File: config.mk
export PLATFORM = sky130hd
export DESIGN_NAME = clk_lock_supervisor_flat
export DESIGN_NICKNAME = d
export VERILOG_FILES = /design/src/rtl/clk_lock_supervisor_if.sv /design/src/rtl/clk_lock_supervisor.sv /design/src/flat_wrapper.sv
export SDC_FILE = /design/constraint.sdc
export NUM_CORES = 1
export LEC_CHECK = 0
export ABC_AREA = 1
export CORE_AREA = 2 2 57 43
export DETAILED_ROUTE_END_ITERATION = 8
export DIE_AREA = 0 0 59 45
export DONT_BUFFER_PORTS = 1
export GPL_TIMING_DRIVEN = 0
export PLACE_DENSITY = 0.64
export SLEW_MARGIN = 20
export SYNTH_ARGS = -nofsm -noshare
export SYNTH_HDL_FRONTEND = slang
export SYNTH_SLANG_ARGS = --single-unit
File: constraint.sdc
create_clock -name clk -period 1.5 [get_ports clk]
set_clock_uncertainty 0.1 [all_clocks]
set_input_delay 0.375 -clock clk [delete_from_list [all_inputs] [get_ports clk]]
set_output_delay 0.375 -clock clk [all_outputs]
set_load 0.005 [all_outputs]
File: src/rtl/clk_lock_supervisor_if.sv
// Status/control bundle between the clock-lock supervisor and its surroundings.
// The supervisor side uses the slave modport; the environment drives through master.
interface clk_lock_supervisor_if;
    logic       locked_async;
    logic       clear_count;
    logic       mmcm_reset;
    logic       rst_out_n;
    logic       ready;
    logic [7:0] lock_loss_count;

    modport master (
        output locked_async, clear_count,
        input  mmcm_reset, rst_out_n, ready, lock_loss_count
    );

    modport slave (
        input  locked_async, clear_count,
        output mmcm_reset, rst_out_n, ready, lock_loss_count
    );
endinterface

File: src/rtl/clk_lock_supervisor.sv
// Supervises a clock generator: pulses its reset, waits for a stretched lock, then releases downstream reset.
// Optional lock-loss counter is built only when CLK_LOCK_SUPERVISOR_STATUS_EN is defined.
module clk_lock_supervisor #(
    parameter int PULSE_CYCLES   = 4,
    parameter int STRETCH_CYCLES = 16,
    parameter int TIMEOUT_CYCLES = 1024
) (
    input  logic                  clk,
    input  logic                  reset_n,
    clk_lock_supervisor_if.slave  bus
);

    localparam int MAX_AB = (PULSE_CYCLES > STRETCH_CYCLES) ? PULSE_CYCLES : STRETCH_CYCLES;
    localparam int MAX_C  = (MAX_AB > TIMEOUT_CYCLES) ? MAX_AB : TIMEOUT_CYCLES;
    localparam int TW     = $clog2(MAX_C);

    localparam logic [TW-1:0] PULSE_LAST   = TW'(PULSE_CYCLES - 1);
    localparam logic [TW-1:0] STRETCH_LAST = TW'(STRETCH_CYCLES - 1);
    localparam logic [TW-1:0] TIMEOUT_LAST = TW'(TIMEOUT_CYCLES - 1);

    typedef enum logic [1:0] {
        MMCM_RST,
        WAIT_LOCK,
        STRETCH,
        RUN
    } state_t;

    state_t        r_state;
    state_t        w_state_nxt;
    logic [TW-1:0] r_timer;
    logic [TW-1:0] w_timer_nxt;
    logic          w_inc;
    logic          r_sync1;
    logic          r_sync2;
    logic          r_mmcm_reset;
    logic          r_rst_out_n;
    logic          r_ready;

    always_ff @(posedge clk or negedge reset_n) begin
        if (!reset_n) begin
            r_sync1 <= 1'b0;
            r_sync2 <= 1'b0;
        end else begin
            r_sync1 <= bus.locked_async;
            r_sync2 <= r_sync1;
        end
    end

    // Outputs are registered from the next state so they line up with r_state.
    always_ff @(posedge clk or negedge reset_n) begin
        if (!reset_n) begin
            r_state      <= MMCM_RST;
            r_timer      <= '0;
            r_mmcm_reset <= 1'b1;
            r_rst_out_n  <= 1'b0;
            r_ready      <= 1'b0;
        end else begin
            r_state      <= w_state_nxt;
            r_timer      <= w_timer_nxt;
            r_mmcm_reset <= (w_state_nxt == MMCM_RST);
            r_rst_out_n  <= (w_state_nxt == RUN);
            r_ready      <= (w_state_nxt == RUN);
        end
    end

    always_comb begin
        w_state_nxt = r_state;
        w_timer_nxt = r_timer + 1'b1;
        w_inc       = 1'b0;
        case (r_state)
            MMCM_RST: begin
                if (r_timer == PULSE_LAST) begin
                    w_state_nxt = WAIT_LOCK;
                    w_timer_nxt = '0;
                end
            end
            WAIT_LOCK: begin
                if (r_sync2) begin
                    w_state_nxt = STRETCH;
                    w_timer_nxt = '0;
                end else if (r_timer == TIMEOUT_LAST) begin
                    w_inc       = 1'b1;
                    w_state_nxt = MMCM_RST;
                    w_timer_nxt = '0;
                end
            end
            STRETCH: begin
                if (!r_sync2) begin
                    w_state_nxt = WAIT_LOCK;
                    w_timer_nxt = '0;
                end else if (r_timer == STRETCH_LAST) begin
                    w_state_nxt = RUN;
                    w_timer_nxt = '0;
                end
            end
            RUN: begin
                w_timer_nxt = '0;
                if (!r_sync2) begin
                    w_inc       = 1'b1;
                    w_state_nxt = MMCM_RST;
                end
            end
            default: begin
                w_state_nxt = MMCM_RST;
                w_timer_nxt = '0;
            end
        endcase
    end

    assign bus.mmcm_reset = r_mmcm_reset;
    assign bus.rst_out_n  = r_rst_out_n;
    assign bus.ready      = r_ready;

`ifdef CLK_LOCK_SUPERVISOR_STATUS_EN
    logic [7:0] r_count;

    // Clear has priority over an increment landing on the same edge.
    always_ff @(posedge clk or negedge reset_n) begin
        if (!reset_n) begin
            r_count <= 8'd0;
        end else if (bus.clear_count) begin
            r_count <= 8'd0;
        end else if (w_inc && (r_count != 8'hFF)) begin
            r_count <= r_count + 8'd1;
        end
    end

    assign bus.lock_loss_count = r_count;
`else
    logic w_unused_status;

    assign w_unused_status     = bus.clear_count ^ w_inc;
    assign bus.lock_loss_count = 8'd0;
`endif

endmodule

File: src/flat_wrapper.sv
// flat-port wrapper written by rule: the top's interface ports become plain ports
module clk_lock_supervisor_flat 
#(
    parameter int PULSE_CYCLES   = 4,
    parameter int STRETCH_CYCLES = 16,
    parameter int TIMEOUT_CYCLES = 1024
)
  (clk, reset_n, bus_locked_async, bus_clear_count, bus_mmcm_reset, bus_rst_out_n, bus_ready, bus_lock_loss_count);
  clk_lock_supervisor_if bus_i ();
  input  logic clk;
  input  logic reset_n;
  input wire logic [$bits(bus_i.locked_async)-1:0] bus_locked_async;
  input wire logic [$bits(bus_i.clear_count)-1:0] bus_clear_count;
  output wire logic [$bits(bus_i.mmcm_reset)-1:0] bus_mmcm_reset;
  output wire logic [$bits(bus_i.rst_out_n)-1:0] bus_rst_out_n;
  output wire logic [$bits(bus_i.ready)-1:0] bus_ready;
  output wire logic [$bits(bus_i.lock_loss_count)-1:0] bus_lock_loss_count;
  assign bus_i.locked_async = bus_locked_async;
  assign bus_i.clear_count = bus_clear_count;
  assign bus_mmcm_reset = bus_i.mmcm_reset;
  assign bus_rst_out_n = bus_i.rst_out_n;
  assign bus_ready = bus_i.ready;
  assign bus_lock_loss_count = bus_i.lock_loss_count;
  clk_lock_supervisor #(.PULSE_CYCLES(PULSE_CYCLES), .STRETCH_CYCLES(STRETCH_CYCLES), .TIMEOUT_CYCLES(TIMEOUT_CYCLES)) u_core (.clk(clk), .reset_n(reset_n), .bus(bus_i));
endmodule
==> reports/metrics.yaml <==
run_status:
  run_status: "completed"
route:
  route.detailed.drc: 0
  route.detailed.vias_per_inst: 4.566
  post_drt_wl_per_cell_um: 10.08
  routed-via-count: 790
  final_antenna_net_count: 0
  first_pass_iters: 4
  final_wirelength_um: 1743
  detailedRoute.firstIterationViolations: 13
finish:
  antenna-diode-count: 0
  final_core_utilization: 0.5745
  share_of_post_route_cells_with_drive_strength_above_1: 0.2886
  fill_cells: 198
  nets: 155
  non_filler_instance_count_after_layout: 173
  layout-area-overhead-vs-synth_pct: 17.45
grt:
  grt_start_max_net_pins: 17
  first_global_vias: 744
  grt_first_pass_wirelength_um: 3132
  busiest_layer: "met2"
  groute.layer.met1.usage: 0.2143
  use_met3: 0.05158
  global_route.overflow_total: 0
  global_route.usage.total: 0.1629
  grt_antenna_before_repair: 0
  grt_use_met2: 0.2511
worst_setup_path:
  path_delay_family: "simple AND/OR/NAND/NOR gates"
  worst_setup_path_end_kind: "flip-flop"
  setup.reg_to_reg.worst_slack_ns: 0.02
  critical_path_class: "reg -> reg"
  critical_path_buf_inv_count: 1
  arrival_ns: 1.57
  cp_common_cell: "sky130_fd_sc_hd__nand3_4"
  timing.critical_path.slowest_cell_delay_ns: 0.41
  cp_data_required_time_ns: 1.58
  peak_fanout_along_the_critical_path: 5
  kind_of_launch_point_of_the_worst_setup_path: "flip-flop"
  worstPathCellList: "ha_4 -> nand3_4 -> nor2_2 -> nand2_2 -> nand3_4 -> nand3_4 -> nand2_1 -> inv_1"
  cell_with_the_largest_stage_delay_on_the_worst_path: "sky130_fd_sc_hd__dfrtp_1"
cts:
  numCtsBuffers: 3
  htree_num_levels: 1
  cts_tree: "done"
  clkSinkCount: 16
  path_clk_slew_ns: 0.10
  clk_lat_worst_skew_ns: 0.29
  cts_root_buffer: "sky130_fd_sc_hd__clkbuf_4"
  maximum_root_to_sink_buffer_count: 2
synthesis:
  post_synth_fa_ha_maj_area_fraction: 0.01238
  syn_area_mm2: 0.001011
  ys_top_cells_by_count: "sky130_fd_sc_hd__nand2_1, sky130_fd_sc_hd__inv_1, sky130_fd_sc_hd__nor2_1"
  post_synth_main_area_contributors: "sky130_fd_sc_hd__dfrtp_1, sky130_fd_sc_hd__nand2_1, sky130_fd_sc_hd__inv_1"
  synth-edff-count: 0
  synthSimpleGateAreaFrac: 0.3527
  count_of_different_cell_masters_after_synthesis: 24
  fraction_of_the_yosys_area_taken_by_sequential_cells: 0.3973
  synth_top_cell_area_share: 0.3713
  synthFlopType: "sky130_fd_sc_hd__dfrtp_1"
  ys_async_sr_fraction: 1.000
  synth.most_common_cell: "sky130_fd_sc_hd__nand2_1"
  post_synth_inst_count: 134
  synth.area.mux_share: 0
  ys_seq_elements: 16
  postSynthAreaPerCell_um2: 7.545
  post_synthesis_xor_xnor_area_fraction: 0.03465
  synth_largest_area_cell: "sky130_fd_sc_hd__dfrtp_1"
  synth_top_family_by_area: "simple AND/OR/NAND/NOR gates"
  ys.warnings.count: 0
  complex_gate_fraction_of_the_synthesized_area: 0.02847
timing:
  fmax_mhz: 674.4
  setup_viol: 0
  fin_crit_ns: 1.483
  hold-worst-slack_ns: 0.2541
  hold_violations: 0
  fin_crit_sh: 0.9886
  max_slew.worst_pin.slew_ns: 0.6945
  finalSetupTns_ns: 0
  setup_repair_after_global_routing_missed_its_margin: "true"
  slew-limit-headroom: 0.5355
  count_of_final_max_slew_check_failures: 0
power_and_ir_drop:
  power_leakage_nw: 0.6559
  comb_power_share: 0.361
  swShare: 0.3722
  pd_cells_mw_per_mm2: 1172
  power.share.clock: 0.202
  pwr-share-seq: 0.437
  power_switching_w: 0.0005181
  internal_power_w: 0.0008737
  vdd.ir_drop.worst_v: 0.0007361
die:
  floorplan.rows: 14
  die_width_um: 59
  fp.dieArea_mm2: 0.002655
  die_ht_um: 45
  initial_core_util: 0.4891
  core_box_area_mm2: 0.002067
  io-pin-count: 15
placed_design:
  numPlacedInstances: 165
  finalWeightedCongestion: 0.8489
  hpwlAfterDp_um: 1347
  port_buffers: 0
worst_hold_path:
  min_path_type: "reg -> reg"
run:
  cap_violations: 0
==> final timing paths <==
path | to | startpoint | cells after the start
worst max register to register | u_core.r_timer[7] | u_core.r_timer[0] | 8
worst max-delay path | u_core.r_timer[7] | u_core.r_timer[0] | 8
worst min register to register | u_core.r_sync2 | u_core.r_sync1 | 0
max in group asynchronous | u_core.r_timer[3] | reset_n | 1
worst min-delay path | u_core.r_sync2 | u_core.r_sync1 | 0
min in group asynchronous | u_core.r_timer[1] | reset_n | 1
==> repair_timing <==
| item | 4_1_cts | 5_1_grt |
|---|---|---|
| gates cloned | 0 | 0 |
| pin swaps | 3 | 9 |
| endpoints found under the hold margin | 17 | 0 |
| resized for setup | 2 | 13 |
| hold buffers | 2 | 0 |
| buffers inserted | 2 | 0 |
| endpoints found under the setup margin | 7 | 10 |
==> cell type report <==
| cell class | instances | area, um2 | share of cell area |
|---|---|---|---|
| buffer | 10 | 75.07 | 0.06322 |
| clock buffer | 4 | 36.28 | 0.03056 |
| inverter | 26 | 100.1 | 0.08430 |
| multi-input combinational | 89 | 508.0 | 0.4278 |
| sequential | 16 | 402.9 | 0.3393 |
| tap | 24 | 30.03 | 0.02529 |
| timing repair buffer | 4 | 35.03 | 0.02950 |
==> stage by stage <==
step / area [um2] / power, W / setup WS, ns
finish: 1187 / 0.001392 / 0.01710
global route: 1187 / 0.001508 / -0.06333
CTS: 1151 / 0.001361 / 0.01059
detailed placement: 1067 / 0.001015 / -0.02197
global placement: 1067 / 0.0009967 / -0.009153
floorplan: 1037 / 0.0009306 / 0.1358
==> flip-flops by register name, summed over array words and instances, names as in the netlist <==
signal and flops:
u_core.r_sync2 1, u_core.r_sync1 1, u_core.bus.rst_out_n 1, u_core.r_state 2, u_core.r_timer 10, u_core.bus.mmcm_reset 1
==> cell usage in the layout (no fill, tap or decap), types with 2 or more instances in the layout <==
master	Yosys	layout
sky130_fd_sc_hd__nor2_1	16	15
sky130_fd_sc_hd__nand4_1	2	2
sky130_fd_sc_hd__inv_1	23	20
sky130_fd_sc_hd__dlygate4sd3_1	0	2
sky130_fd_sc_hd__nor2_4	0	2
sky130_fd_sc_hd__nor2_2	5	4
sky130_fd_sc_hd__xor2_1	4	4
sky130_fd_sc_hd__nand3_4	2	3
sky130_fd_sc_hd__nand2_1	28	25
sky130_fd_sc_hd__inv_2	3	5
sky130_fd_sc_hd__nand2_2	3	5
sky130_fd_sc_hd__nand3_1	10	10
sky130_fd_sc_hd__clkbuf_4	0	3
sky130_fd_sc_hd__conb_1	1	8
sky130_fd_sc_hd__buf_4	10	12
sky130_fd_sc_hd__dfrtp_1	15	14
==> logic make-up after synthesis <==
| logic type | Yosys count |
|---|---|
| adder cells (fa/ha/maj) | 1 |
| buffers and inverters | 36 |
| flip-flops | 16 |
| AO/OA/AOI/OAI | 5 |
| AND/OR/NAND/NOR | 71 |
| XOR/XNOR | 4 |
| other | 1 |
==> layer usage <==
| metal | up-vias | share of wire |
|---|---|---|
| li1 | 420 | - |
| met4 | 0 | 0.0080 |
| met5 | - | 0 |
| met3 | 2 | 0.048 |
| met1 | 352 | 0.50 |
| met2 | 16 | 0.45 |
==> power groups by stage <==
stage / logic [W] / registers, W / clock network (W)
3_5_place_dp: 0.000417 / 0.000598 / 0
5_1_grt: 0.000570 / 0.000624 / 0.000314
2_1_floorplan: 0.000350 / 0.000580 / 0
6_report: 0.000503 / 0.000608 / 0.000281
3_3_place_gp: 0.000402 / 0.000595 / 0
4_1_cts: 0.000464 / 0.000599 / 0.000299
No activity file was read; power rests on OpenSTA's default activity.
